**src/rtl/core_wb_arb.sv**
```systemverilog
// core_wb_arb: grants the single register-file write port to either the pipeline
// write-back stage or the long-latency unit, and tracks long-latency destinations.
module core_wb_arb #(
  parameter int unsigned XLEN        = 32,
  parameter int unsigned RFIDX_WIDTH = 5,
  parameter int unsigned STARVE_LIM  = 4
) (
  input  logic                      clk,
  input  logic                      rst_n,
  input  logic                      pipe_vld_i,
  input  logic [RFIDX_WIDTH-1:0]    pipe_rd_idx_i,
  input  logic [XLEN-1:0]           pipe_rd_data_i,
  output logic                      pipe_rdy_o,
  input  logic                      lu_vld_i,
  input  logic [RFIDX_WIDTH-1:0]    lu_rd_idx_i,
  input  logic [XLEN-1:0]           lu_rd_data_i,
  output logic                      lu_rdy_o,
  input  logic                      lu_issue_i,
  input  logic [RFIDX_WIDTH-1:0]    lu_issue_idx_i,
  output logic                      rf_wen_o,
  output logic [RFIDX_WIDTH-1:0]    rf_widx_o,
  output logic [XLEN-1:0]           rf_wdata_o,
  output logic [2**RFIDX_WIDTH-1:0] rd_pending_o
);

  localparam int unsigned NREG           = 2**RFIDX_WIDTH;
  localparam logic [3:0]  STARVE_CNT_LIM = 4'(STARVE_LIM);

  typedef enum logic [1:0] {
    GNT_NONE,
    GNT_PIPE,
    GNT_LU
  } gnt_e;

  gnt_e            gnt;
  logic            pipe_real;
  logic            lu_real;
  logic            force_lu;
  logic [3:0]      starve_cnt;
  logic [3:0]      starve_nxt;
  logic [NREG-1:0] issue_set;
  logic [NREG-1:0] lu_clr;
  logic [NREG-1:0] pend_nxt;

  // Writes to x0 are "real" for nobody: they are acknowledged and dropped.
  always_comb begin
    pipe_real = pipe_vld_i && (pipe_rd_idx_i != '0);
    lu_real   = lu_vld_i && (lu_rd_idx_i != '0);
    force_lu  = (starve_cnt == STARVE_CNT_LIM);
    gnt       = GNT_NONE;
    if (lu_real && (!pipe_real || force_lu)) begin
      gnt = GNT_LU;
    end else if (pipe_real) begin
      gnt = GNT_PIPE;
    end
  end

  assign pipe_rdy_o = !pipe_real || (gnt == GNT_PIPE);
  assign lu_rdy_o   = !lu_real || (gnt == GNT_LU);

  always_comb begin
    starve_nxt = '0;
    if (lu_real && (gnt != GNT_LU)) begin
      starve_nxt = force_lu ? starve_cnt : starve_cnt + 4'd1;
    end
  end

  // A fresh issue to the index being retired wins: the new op is now outstanding.
  always_comb begin
    issue_set = '0;
    lu_clr    = '0;
    if (lu_issue_i && (lu_issue_idx_i != '0)) begin
      issue_set[lu_issue_idx_i] = 1'b1;
    end
    if (gnt == GNT_LU) begin
      lu_clr[lu_rd_idx_i] = 1'b1;
    end
    pend_nxt    = (rd_pending_o & ~lu_clr) | issue_set;
    pend_nxt[0] = 1'b0;
  end

  always_ff @(posedge clk or negedge rst_n) begin
    if (!rst_n) begin
      starve_cnt   <= '0;
      rd_pending_o <= '0;
      rf_wen_o     <= 1'b0;
      rf_widx_o    <= '0;
      rf_wdata_o   <= '0;
    end else begin
      starve_cnt   <= starve_nxt;
      rd_pending_o <= pend_nxt;
      rf_wen_o     <= (gnt != GNT_NONE);
      case (gnt)
        GNT_PIPE: begin
          rf_widx_o  <= pipe_rd_idx_i;
          rf_wdata_o <= pipe_rd_data_i;
        end
        GNT_LU: begin
          rf_widx_o  <= lu_rd_idx_i;
          rf_wdata_o <= lu_rd_data_i;
        end
        default: begin
          rf_widx_o  <= rf_widx_o;
          rf_wdata_o <= rf_wdata_o;
        end
      endcase
    end
  end

endmodule

```
**config.mk**
```make
export PLATFORM = sky130hd
export DESIGN_NAME = core_wb_arb
export DESIGN_NICKNAME = d
export VERILOG_FILES = /design/src/rtl/core_wb_arb.sv
export SDC_FILE = /design/constraint.sdc
export NUM_CORES = 1
export LEC_CHECK = 0
export CAP_MARGIN = 20
export CORE_ASPECT_RATIO = 0.8
export CORE_UTILIZATION = 31
export CTS_CLUSTER_SIZE = 8
export DETAILED_ROUTE_END_ITERATION = 10
export PLACE_DENSITY = 0.73
export SLEW_MARGIN = 10
export SYNTH_ARGS = -nofsm -noshare
export SYNTH_HDL_FRONTEND = slang
export SYNTH_SLANG_ARGS = --single-unit
```
**constraint.sdc**
```tcl
create_clock -name clk -period 4.3 [get_ports clk]
set_input_delay 0.645 -clock clk [delete_from_list [all_inputs] [get_ports clk]]
set_output_delay 0.645 -clock clk [all_outputs]
set_load 0.01 [all_outputs]
```
* Word-level counts from Yosys, hierarchy flattened
Index checks and enable logic that the tools add are counted.
** Storage, ports and cells
- Bits in read-only memories :: 0
- Memories :: 0
- Output and inout bits :: 72
- Register bits :: 73
- Latch bits :: 0
- Bits in writable memories :: 0
- Word-level logic and storage cells :: 47
- Input bits :: 84
** Operators by class
- Bitwise operators :: 3
- Equality and inequality tests :: 5
- Magnitude comparators :: 4
- Multiply operators :: 0
- Reduce and logical (&&, ||, !) cells :: 17
- Shifts and indexed selects :: 0
- Div/mod/pow operators :: 0
- $add $sub $neg :: 1
- Muxes and demuxes :: 12
** Operators by type and width (count)
- 32-bit 2-to-1 mux :: 2
- 32-bit one-hot mux with 2 select lines :: 1
- 32-bit bitwise AND :: 1
- 32-bit inverter :: 1
- 32-bit OR :: 1
- 5-bit nonzero test :: 3
- 5-bit by 6-bit < comparator with 1-bit output, second input constant :: 2
- 1-bit demux with 5-bit select :: 2
- 5-bit by 1-bit greater-or-equal comparator with 1-bit output, second input constant :: 2
- 5-bit one-hot mux with 2 select lines :: 1
- 4-bit 2-to-1 mux :: 2
- 1-bit logical AND :: 7
- 4-bit by 1-bit adder with 4-bit output, second input constant :: 1
- 4-bit by 3-bit equality test with 1-bit output, second input constant :: 1
- 2-bit != test, second input constant :: 2
- 2-bit nonzero test :: 2
- 1-bit logical OR :: 3
- 1-bit 2-to-1 mux :: 3
- 2-bit by 1-bit equality test with 1-bit output, second input constant :: 1
- 2-bit equality test, second input constant :: 1
- 1-bit logical NOT :: 2
- 2-bit 2-to-1 mux :: 1

* Logic depth before layout (Yosys ltp)
- Word-level depth :: 11
- Depth in mapped cells :: 8
- Mapped depth without buffers :: 6

* Least setup slack after synthesis
No wires, ideal clock.
- Kind :: input port to output port
- Start :: input lu_rd_idx_i[2]
- End :: output pipe_rdy_o
- Arrival time :: 1958 ps
- Required time :: 3655 ps
- Setup slack :: 1697 ps
- Stages :: 6
- Path buffers :: 3
- Cells stage by stage :: buf_2 > or3_4 > o311a_1 > buf_2 > buf_1 > nand2b_1
** On the way
- Cells in the longest elaborated chain, start to end :: 6
** RTL lines
- start: declaration :: line 15 : input logic [RFIDX_WIDTH-1:0] lu_rd_idx_i,
- 5-bit nonzero test :: line 48 : lu_real = lu_vld_i && (lu_rd_idx_i != '0);
- 1-bit logical AND :: line 48
- 1-bit logical AND :: line 51 : if (lu_real && (!pipe_real || force_lu)) begin
- 2-bit 2-to-1 mux :: line 51
- 2-bit by 1-bit equality test with 1-bit output :: line 58 : assign pipe_rdy_o = !pipe_real || (gnt == GNT_PIPE);
- 1-bit logical OR :: line 58
- end: declaration :: line 13 : output logic pipe_rdy_o,
Every way passes these cells.

* Final worst setup path
- Start :: input lu_rd_idx_i[3]
- End :: output lu_rdy_o
** On the way
- Cells in the longest elaborated chain, start to end :: 6
- Elaborated cells on any way between the ends :: 7
- Those cells by class :: 1 x eq/ne; 1 x mux; 5 x reduce/logical
** RTL lines
- 5-bit nonzero test (*) :: line 48
- 1-bit logical AND (*) :: line 48
- 1-bit logical AND :: line 51
- 2-bit 2-to-1 mux :: line 51
- 2-bit equality test :: line 59 : assign lu_rdy_o = !lu_real || (gnt == GNT_LU);
- 1-bit logical OR (*) :: line 59
- end: declaration :: line 17 : output logic lu_rdy_o,
Every way passes the cells marked *; elsewhere a longest branch is shown, timed or not.

==> results.py <==
metrics = {
    "placed_design": {
        "placed_cells": 569,
        "dpl.hpwl_um": 7630,
        "port_buffers": 154,
        "gp_congestion": 0.837,
    },
    "synth": {
        "ys_ff_latch": 73,
        "yosysSeqAreaShare": 0.543,
        "async_reset_ff_frac": 1.00,
        "synth_edf_count": 0,
        "synth_flop_cell": "dfrtp_1",
        "yosys.cell_types.count": 32,
        "avgSynthCellArea_um2": 11.4,
        "syn-num-nets": 382,
        "synth.area.top_cells": "dfrtp_1 54%, a221o_1 11%, nor3b_1 7.1%",
        "netlist.area_leader.share": 0.543,
        "syn_inst": 296,
        "synth_top_area_cell": "dfrtp_1",
        "netlist_area_um2": 3360,
        "yosysWarnings": 0,
    },
    "routing": {
        "dr.pass1.iters": 5,
        "wirelength_um": 10700,
        "remaining_drc_errors": 0,
        "drtIter0Drc": 298,
        "final_antenna_net_count": 0,
        "vias": 3150,
        "wire_per_inst_um": 18.3,
        "vias_per_cell": 5.39,
    },
    "cts": {
        "root_buffer": "clkbuf_16",
        "post-cts-setup-buffers": 0,
        "htreeDepth": 3,
        "insertion_delay_ns": 0.32,
        "post_cts_resized": 0,
        "clockBufferDepth": 2,
        "cts.sinks": 73,
        "cts_buffers": 9,
        "clk_pin_slew_ns": 0.06,
        "holdBufCountCts": 0,
        "tritoncts": "yes",
    },
    "power": {
        "leakagePower_nw": 2.05,
        "peakVddDrop_mv": 0.185,
        "power_density_nw_per_um2": 408,
    },
    "setup_path": {
        "path_buf_inv": 2,
        "worstPathMaxFanout": 9,
        "slowest_delay_ns": 0.60,
        "cp_slowest_cell": "clkdlybuf4s50_1",
        "path_class": "in2out",
        "worstSetupStartpointType": "primary input",
        "worstPathArrival_ns": 2.85,
        "end_kind": "primary output",
        "cp_cell_sequence": "clkdlybuf4s50_1 > or3_4 > or3_4 > nand3_1 > clkdlybuf4s50_1",
        "cp_top_family": "buffers and inverters",
        "cp.required_ns": 3.65,
    },
    "grt": {
        "grt_pass1_vias": 3145,
        "antenna_found_initial": 0,
        "grt_max_degree": 74,
        "overflow": 0,
        "grt_pass1_wl_um": 16600,
        "grt_use_total": 0.190,
    },
    "sta": {
        "fin_crit_ns": 3.50,
        "rsz0062_at_grt": "no",
        "final_hold_viol_count": 0,
        "period_share": 0.813,
        "holdWs_ns": 0.433,
        "slew-limit-headroom": 0.379,
        "setup_viol": 0,
        "fin_skew_ns": 0.00840,
        "fmax_ghz": 0.286,
        "setup_tns_ns": 0,
        "worst_slew_pin_slew_ns": 0.931,
        "final_max_slew_viol_count": 0,
    },
    "layout": {
        "multi_input_area_um2": 1380,
        "syn2layout_area_growth_pct": 56.5,
        "drive_gt1_frac": 0.0586,
        "post-route-util": 0.506,
        "layout_commonest_cell": "clkdlybuf4s50_1",
        "instances_no_fill": 584,
        "fin_nets": 526,
        "seq_area_um2": 1830,
        "fillers": 937,
        "n_antenna_cell": 0,
        "final_cell_mix": "153 x clkdlybuf4s50_1, 73 x dfrtp_1, 37 x a221o_1",
    },
    "floorplan": {
        "core_area_um2": 10400,
        "initial_core_util": 0.323,
        "die_w_um": 118,
        "rows": 33,
        "die_y_um": 95.1,
        "die_area_um2": 11300,
        "ios": 156,
    },
    "status": {
        "status": "finished clean",
    },
    "hold_path": {
        "hp-class": "in2async",
    },
    "run": {
        "maxCapViolCount": 0,
    },
}
routing by layer:
metal	routed length, um	up-vias	track usage
met5	0	-	0
met4	180	0	0.0665
met3	657	14	0.0407
met2	4810	139	0.295
met1	5050	1568	0.264
li1	-	1429	-
sequential cells by signal, summed over array words and instances (netlist names):
signal        count
rd_pending_o     31
rf_wdata_o       32
rf_wen_o          1
rf_widx_o         5
starve_cnt        4
cell usage after synthesis (2+ instances only):
master and number:
nand2b_1 3, nor2_1 11, buf_6 5, dfrtp_1 73
and3b_1 2, o21ai_0 31, buf_4 3, a221o_1 37
nor2b_1 4, inv_1 6, ha_1 2, nor3b_1 32
or3_4 2, o31ai_1 31, nand2_1 10, nand3_1 8
clkbuf_1 11, buf_2 6, nand3b_1 5, or3b_2 2
cell families (layout without fill, tap and decap cells):
| kind of cell | after synthesis | in the layout | synth area share |
|---|---|---|---|
| fa+ha+maj | 2 | 2 | 0.00744 |
| compound gates | 103 | 103 | 0.235 |
| flops | 73 | 73 | 0.543 |
| other cells | 1 | 1 | 0.00112 |
| buf+inv | 32 | 180 | 0.0525 |
| simple gates | 83 | 83 | 0.155 |
| xor+xnor | 2 | 2 | 0.00521 |
power breakdown:
group	internal (mW)	leakage (nW)	switching, mW	total (mW)
Combinational	0.327	1.03	0.232	0.558
Sequential	0.796	0.884	0.0664	0.862
Clock	0.446	0.142	0.279	0.725
Total	1.57	2.05	0.577	2.15
layout make-up:
cell class,instances,area share
clock inverter,5,0.0109
inverter,6,0.00428
clock buffer,10,0.0435
multi-input combinational,191,0.261
tap,140,0.0333
sequential,73,0.347
timing repair buffer,159,0.300
through the flow:
step | area (um2) | total power, mW | worst slack, ns
after global placement | 4980 | 1.42 | 0.836
after CTS | 5260 | 2.17 | 0.756
final | 5260 | 2.15 | 0.802
after global routing | 5260 | 2.25 | 0.665
after detailed placement | 4980 | 1.43 | 0.764
after floorplan | 3360 | 1.07 | 1.70
path summary, 6_finish.rpt:
path,startpoint,end,slack [ns],cells after the start
worst min-delay path,rst_n,rd_pending_o[30]$_DFF_PN0_,0.43,1
worst max register to register,starve_cnt[0]$_DFFE_PN0P_,rf_wdata_o[11]$_DFFE_PN0P_,1.90,8
worst min register to register,starve_cnt[0]$_DFFE_PN0P_,starve_cnt[0]$_DFFE_PN0P_,0.49,1
max in group asynchronous,rst_n,rf_wdata_o[18]$_DFFE_PN0P_,3.22,1
worst max-delay path,lu_rd_idx_i[3],lu_rdy_o,0.80,5
min in group clk,starve_cnt[0]$_DFFE_PN0P_,starve_cnt[0]$_DFFE_PN0P_,0.49,1
No activity file was read; power rests on OpenSTA's default activity.
